<file path="config.mk">
export PLATFORM = sky130hd
export DESIGN_NAME = debounce_pb_multi
export DESIGN_NICKNAME = d
export VERILOG_FILES = /design/src/rtl/debounce_pb_multi.sv
export SDC_FILE = /design/constraint.sdc
export NUM_CORES = 1
export LEC_CHECK = 0
export CAP_MARGIN = 20
export CELL_PAD_IN_SITES_DETAIL_PLACEMENT = 1
export CELL_PAD_IN_SITES_GLOBAL_PLACEMENT = 1
export CORE_ASPECT_RATIO = 1.1
export CORE_MARGIN = 5
export CORE_UTILIZATION = 35
export CTS_BUF_LIST = sky130_fd_sc_hd__clkbuf_16
export CTS_CLUSTER_SIZE = 12
export DETAILED_ROUTE_END_ITERATION = 8
export PLACE_DENSITY = 0.69
export SLEW_MARGIN = 0
export SYNTH_ARGS = -nofsm -noshare
export SYNTH_HDL_FRONTEND = slang
export SYNTH_SLANG_ARGS = --single-unit
</file>
<file path="constraint.sdc">
create_clock -name in_clk -period 4.73 [get_ports in_clk]
set_input_delay 1.1825 -clock in_clk [delete_from_list [all_inputs] [get_ports in_clk]]
set_output_delay 1.1825 -clock in_clk [all_outputs]
set_load 0.005 [all_outputs]
</file>
<file path="src/rtl/debounce_pb_multi.sv">
// N-channel debouncer for active-low push-buttons: a 2-flop synchroniser, a
// stability-window filter and registered press/release strobes per channel.
// Optional auto-repeat on held buttons is enabled by defining DEBOUNCE_REPEAT_EN.
module debounce_pb_multi #(
    parameter int N_CH        = 4,
    parameter int STABLE_CLKS = 500000,
    parameter int CNT_W       = $clog2(STABLE_CLKS + 1),
    parameter int HOLD_CLKS   = 25000000,
    parameter int REPEAT_CLKS = 5000000
) (
    input  logic            in_clk,
    input  logic            in_rst_n,
    input  logic [N_CH-1:0] pb_in,
    output logic [N_CH-1:0] pb_out,
    output logic [N_CH-1:0] pb_press,
    output logic [N_CH-1:0] pb_release
);

    localparam logic [CNT_W-1:0] CNT_LAST = CNT_W'(STABLE_CLKS - 1);

    // Elaboration-time sanity checks on the configuration.
    if (N_CH < 1 || N_CH > 16) begin : g_bad_n_ch
        $error("debounce_pb_multi: N_CH must be in 1..16");
    end
    if (STABLE_CLKS < 2) begin : g_bad_stable
        $error("debounce_pb_multi: STABLE_CLKS must be >= 2");
    end
    if (HOLD_CLKS < 1 || REPEAT_CLKS < 1) begin : g_bad_repeat
        $error("debounce_pb_multi: HOLD_CLKS and REPEAT_CLKS must be >= 1");
    end

    logic [N_CH-1:0] sync1_reg;
    logic [N_CH-1:0] sync2_reg;

    // Pins idle high, so the synchroniser resets to "not pressed".
    always_ff @(posedge in_clk or negedge in_rst_n) begin
        if (!in_rst_n) begin
            sync1_reg <= '1;
            sync2_reg <= '1;
        end else begin
            sync1_reg <= pb_in;
            sync2_reg <= sync1_reg;
        end
    end

    genvar gi;
    generate
        for (gi = 0; gi < N_CH; gi++) begin : g_ch
            logic [CNT_W-1:0] cnt_reg;
            logic [CNT_W-1:0] cnt_next;
            logic             out_reg;
            logic             out_next;
            logic             press_reg;
            logic             release_reg;
            logic             differ;
            logic             accept;
            logic             press_next;

            assign differ = sync2_reg[gi] ^ out_reg;
            assign accept = differ && (cnt_reg == CNT_LAST);

            // Any sample matching the accepted level restarts the window.
            always_comb begin
                cnt_next = cnt_reg;
                out_next = out_reg;
                if (!differ) begin
                    cnt_next = '0;
                end else if (cnt_reg == CNT_LAST) begin
                    cnt_next = '0;
                    out_next = sync2_reg[gi];
                end else begin
                    cnt_next = cnt_reg + 1'b1;
                end
            end

`ifdef DEBOUNCE_REPEAT_EN
            localparam int HOLD_MAX = (HOLD_CLKS > REPEAT_CLKS) ? HOLD_CLKS : REPEAT_CLKS;
            localparam int HOLD_W   = $clog2(HOLD_MAX + 1);
            localparam logic [HOLD_W-1:0] HOLD_LAST = HOLD_W'(HOLD_CLKS - 1);
            localparam logic [HOLD_W-1:0] REP_LAST  = HOLD_W'(REPEAT_CLKS - 1);

            logic [HOLD_W-1:0] hold_reg;
            logic              rep_mode_reg;
            logic              rep_fire;

            // A release being accepted this edge suppresses any repeat pulse.
            assign rep_fire = !out_reg && !accept &&
                              (hold_reg == (rep_mode_reg ? REP_LAST : HOLD_LAST));

            always_ff @(posedge in_clk or negedge in_rst_n) begin
                if (!in_rst_n) begin
                    hold_reg     <= '0;
                    rep_mode_reg <= 1'b0;
                end else if (out_reg || accept) begin
                    hold_reg     <= '0;
                    rep_mode_reg <= 1'b0;
                end else if (rep_fire) begin
                    hold_reg     <= '0;
                    rep_mode_reg <= 1'b1;
                end else begin
                    hold_reg     <= hold_reg + 1'b1;
                end
            end

            assign press_next = (accept && out_reg) || rep_fire;
`else
            assign press_next = accept && out_reg;
`endif

            always_ff @(posedge in_clk or negedge in_rst_n) begin
                if (!in_rst_n) begin
                    cnt_reg     <= '0;
                    out_reg     <= 1'b1;
                    press_reg   <= 1'b0;
                    release_reg <= 1'b0;
                end else begin
                    cnt_reg     <= cnt_next;
                    out_reg     <= out_next;
                    press_reg   <= press_next;
                    release_reg <= accept && !out_reg;
                end
            end

            assign pb_out[gi]     = out_reg;
            assign pb_press[gi]   = press_reg;
            assign pb_release[gi] = release_reg;
        end
    endgenerate

endmodule

</file>
# Word-level counts from Yosys, hierarchy flattened
# Cells that the tools add are included.
# Widths: inputs -> output; s select.
[totals]
ff_bits = 96
input_bits = 6
out_inout_bits = 12
word_cells = 58
[op_classes]
addsub = 4
n_eq_ne = 4
muxes = 8
bitwise_logic = 4
reduce_logical = 20
[op_table]
columns = ["op", "count"]
rows = [
  ["$mux 19", 8],
  ["$add 19x1->19 const B", 4],
  ["$eq 19x19->1 const B", 4],
  ["$logic_and 1x1->1", 12],
  ["$reduce_and 2->1", 4],
  ["$logic_not 1->1", 4],
  ["$xor 1x1->1", 4],
]

# Longest topological paths before layout
[depth]
depth_word = 3
depth_mapped = 7
depth_no_buf = 5

# Worst setup path after synthesis
# OpenSTA, ideal clock, no wires.
[synth_timing]
path_kind = "register -> register"
from = "reg g_ch[3].cnt_reg[11]"
to = "reg g_ch[3].out_reg"
setup_ps = 82
t_arrival_ps = 1962
required_ps = 4648
setup_slack_ps = 2685
stages_incl_launch_ff = 5
path_buffers = 0
period_less_slack_ps = 2045
path_cell_list = "dfrtp_1 > or4b_1 > or4_4 > or2_4 > mux2_4"
[synth_via]
elab_chain_cells = 2
[synth_rtl]
columns = ["element", "line", "source"]
rows = [
  ["from (decl)", "49", "logic [CNT_W-1:0] cnt_reg;"],
  ["from (signal assigned)", "117", "cnt_reg <= cnt_next;"],
  ["$eq 19x19->1", "68", "end else if (cnt_reg == CNT_LAST) begin"],
  ["$reduce_and 2->1 (no source line)", "n/a", ""],
  ["to (signal assigned)", "118", "out_reg <= out_next;"],
  ["to (decl)", "51", "logic out_reg;"],
]
# Every way passes these cells.
# A chain may end at the register's enable or synchronous reset.

# Final worst setup path
[layout_timing]
from = "reg g_ch[3].out_reg"
to = "out pb_out[3]"
[layout_rtl]
columns = ["element", "line", "source"]
rows = [
  ["to (decl)", "14", "output logic [N_CH-1:0] pb_out,"],
]
# No word-level cell between the ends.

==> impl_results.md <==
* Share of layout cells above drive strength 1 at 0.1009
* Type of element capturing the critical path: output port
* Kind of critical path: flip-flop to output port
* Status: complete, no violations
* Wire length per cell at 15.81 um
* Initial DRC Count at 138
* CP peak stage delay at 0.58 ns
* Top layer in use: met4
* Root buf cell: clkbuf_16
* Synthesized flop and latch total at 96
* Synth cell types at 41
* Layout fillers at 1413
* Overall Global Routing Usage at 0.1360
* Starting density of the core at 0.3588
* Sequential fraction of the synthesis area at 0.5306
* Syn Nets at 454
* Mapped Area at 4556 um2
* Final slew viol count at 0
* Fin util at 0.4051
* Max FFs per register at 76
* Router iterations before antenna repair at 4
* Largest net degree at the start of global routing at 77
* Setup TNS at 0 ns
* Crit path DAT at 1.45 ns
* Die Y at 129.7 um
* FP Rows at 43
* Max FO, Critical Path at 5
* Diodes inserted at 0
* Gr ovfl total at 0
* WL final at 9689 um
* Final min period at 2.630 ns
* Maxcap violations at 0
* Clk_skew at 0.005503 ns
* Initial antenna violation count at 0
* Worst rel slew slack at 0.3487
* Clk buf depth at 2
* DRT antenna net count at 0
* EDFF count, synth at 0
* Dpl cells at 596
* Most used DFF post-synth: dfrtp_1
* Mapped Avg Cell Area at 10.26 um2
* Post-synth ARST share at 1.000
* Worst Path Required at 3.55 ns
* Commonest non-fill, non-tap cells in the layout: dfrtp_1 (84), nor2_1 (54), nand3_1 (25), xnor2_1 (25), xor2_1 (25)
* YS warnings at 0
* Met1 Wirelength at 4436 um
* VDD IR max at 0.1963 mV
* GP Congestion at 0.7608
* Commonest non-fill, non-tap cell in the layout: dfrtp_1
* Die ar. at 15400 um2
* CTS Hold Bufs at 0
* Met2 WL post-DR at 4815 um
* Vias per cell at 5.369
* CORE AREA at 12700 um2
* Post-placement cell area at 4792 um2
* Area leader, netlist: dfrtp_1
* Syn Inst Count at 444
* CTS tree: yes
* Delay-heaviest family, CP: flip-flops
* Crit-path cells: clkdlybuf4s50_1
* Clk Latency, worst-skew pair at 0.35 ns
* H-tree levels at 3
* RSZ-0062 raised after global routing: false
* Nets at 461
* Achievable Freq at 380.2 MHz
* Startpoint class of the critical path: flip-flop
* Fin area at 5144 um2
* # port buffers at 17
* Final Non-Filler Cells at 613
* Chip width at 118.8 um
* CTS Buf Count at 9
* Hold Fails Final Rpt at 0
* Vias in the first global route at 3463
* Ports at 18
* Resized Gates After CTS at 0
* CP bufs+invs at 1
* Worst Hold Class: flip-flop to flip-flop
* DRC Markers at 0
* Main area contributors after synthesis: dfrtp_1 (46%), dfstp_2 (6.9%), xnor2_1 (4.8%)
* Final setup fails at 0
* Clock slew seen by the registers of the worst setup and hold paths at 0.07 ns
* Dpl hpwl at 6543 um
* Clock sink count at 96
* First-pass GRT wire length at 16990 um
* Area Growth Syn to Fin at 12.91%
* Synth top area share at 0.4614
* Routed via count at 3291
* Max stage delay cell, worst path: dfstp_2
* Routed met3 length at 253 um
* Pleak at 2.016 nW
* Crit share post-route at 0.5561
* Setup bufs post-CTS at 0
* Worst Tran Pin Value at 0.9770 ns
* Power per cell area at 337.6 nW/um2
## Yosys cell counts, types with 2 or more instances
| library cell | count |
|---|---|
| ha_1 | 4 |
| a21oi_1 | 22 |
| xnor2_1 | 25 |
| or2_2 | 4 |
| nor3b_1 | 9 |
| mux2_2 | 3 |
| inv_1 | 11 |
| o31ai_1 | 9 |
| nor4bb_1 | 2 |
| xor2_1 | 25 |
| clkbuf_1 | 8 |
| nand3_1 | 25 |
| nor3_1 | 8 |
| or4_1 | 14 |
| and4_1 | 6 |
| dfstp_2 | 12 |
| o21ai_0 | 10 |
| and2_1 | 3 |
| buf_4 | 13 |
| and3_1 | 7 |
| nand4_1 | 22 |
| dfrtp_1 | 84 |
| nor2_1 | 54 |
| or3_1 | 16 |
| buf_2 | 3 |
| nor4_1 | 7 |
| nand2_1 | 24 |
## path summary, 6_finish.rpt
check | startpoint | to | slack, ns | depth (start not counted)
worst max-delay path | g_ch[3].out_reg | pb_out[3] | 2.10 | 1
worst min-delay path | sync1_reg[2] | sync2_reg[2] | 0.36 | 0
worst max register to register | g_ch[3].cnt_reg[11] | g_ch[3].cnt_reg[7] | 2.38 | 4
worst min register to register | sync1_reg[2] | sync2_reg[2] | 0.36 | 0
max in group asynchronous | in_rst_n | g_ch[3].out_reg | 2.83 | 2
min in group asynchronous | in_rst_n | g_ch[2].cnt_reg[16] | 0.99 | 1
## layer usage
layer	vias to the layer above	track usage
li1	1573	-
met1	1673	0.1690
met2	30	0.2311
met3	15	0.03055
met4	0	0.05521
met5	-	0
## layout make-up
class / instances / area (um2) / share of cell area
flip-flops and latches: 96 / 2417 / 0.4700
clock buffers: 9 / 225.2 / 0.04378
repair buffers: 20 / 190.2 / 0.03697
well taps: 157 / 196.4 / 0.03819
multi-input cells: 313 / 1954 / 0.3800
clock inverters: 7 / 118.9 / 0.02311
inverters: 11 / 41.29 / 0.008027
## logic make-up (layout without fill, tap and decap cells)
group / count (synthesis) / in the layout / synth area share
AO/OA/AOI/OAI: 45 / 45 / 0.05740
buffers and inverters: 35 / 47 / 0.04037
adder cells (fa/ha/maj): 4 / 4 / 0.01099
AND/OR/NAND/NOR: 209 / 209 / 0.2516
XOR/XNOR: 50 / 50 / 0.09613
multiplexers: 5 / 5 / 0.01291
flip-flops: 96 / 96 / 0.5306
## report_power, final
group          internal [mW]  switching (mW)
clock network          0.518           0.321
registers              0.836          0.0130
logic                 0.0155          0.0343
## stage by stage
step | setup slack, ns | power (mW) | hold WS (ns)
global route | 2.037 | 1.806 | 0.3646
global placement | 2.420 | 0.9125 | 0.3475
floorplan | 2.685 | 0.8834 | 0.3452
CTS | 2.060 | 1.765 | 0.3588
finish | 2.100 | 1.737 | 0.3578
detailed placement | 2.353 | 0.9145 | 0.3482
(Power assumes the default switching activity.)
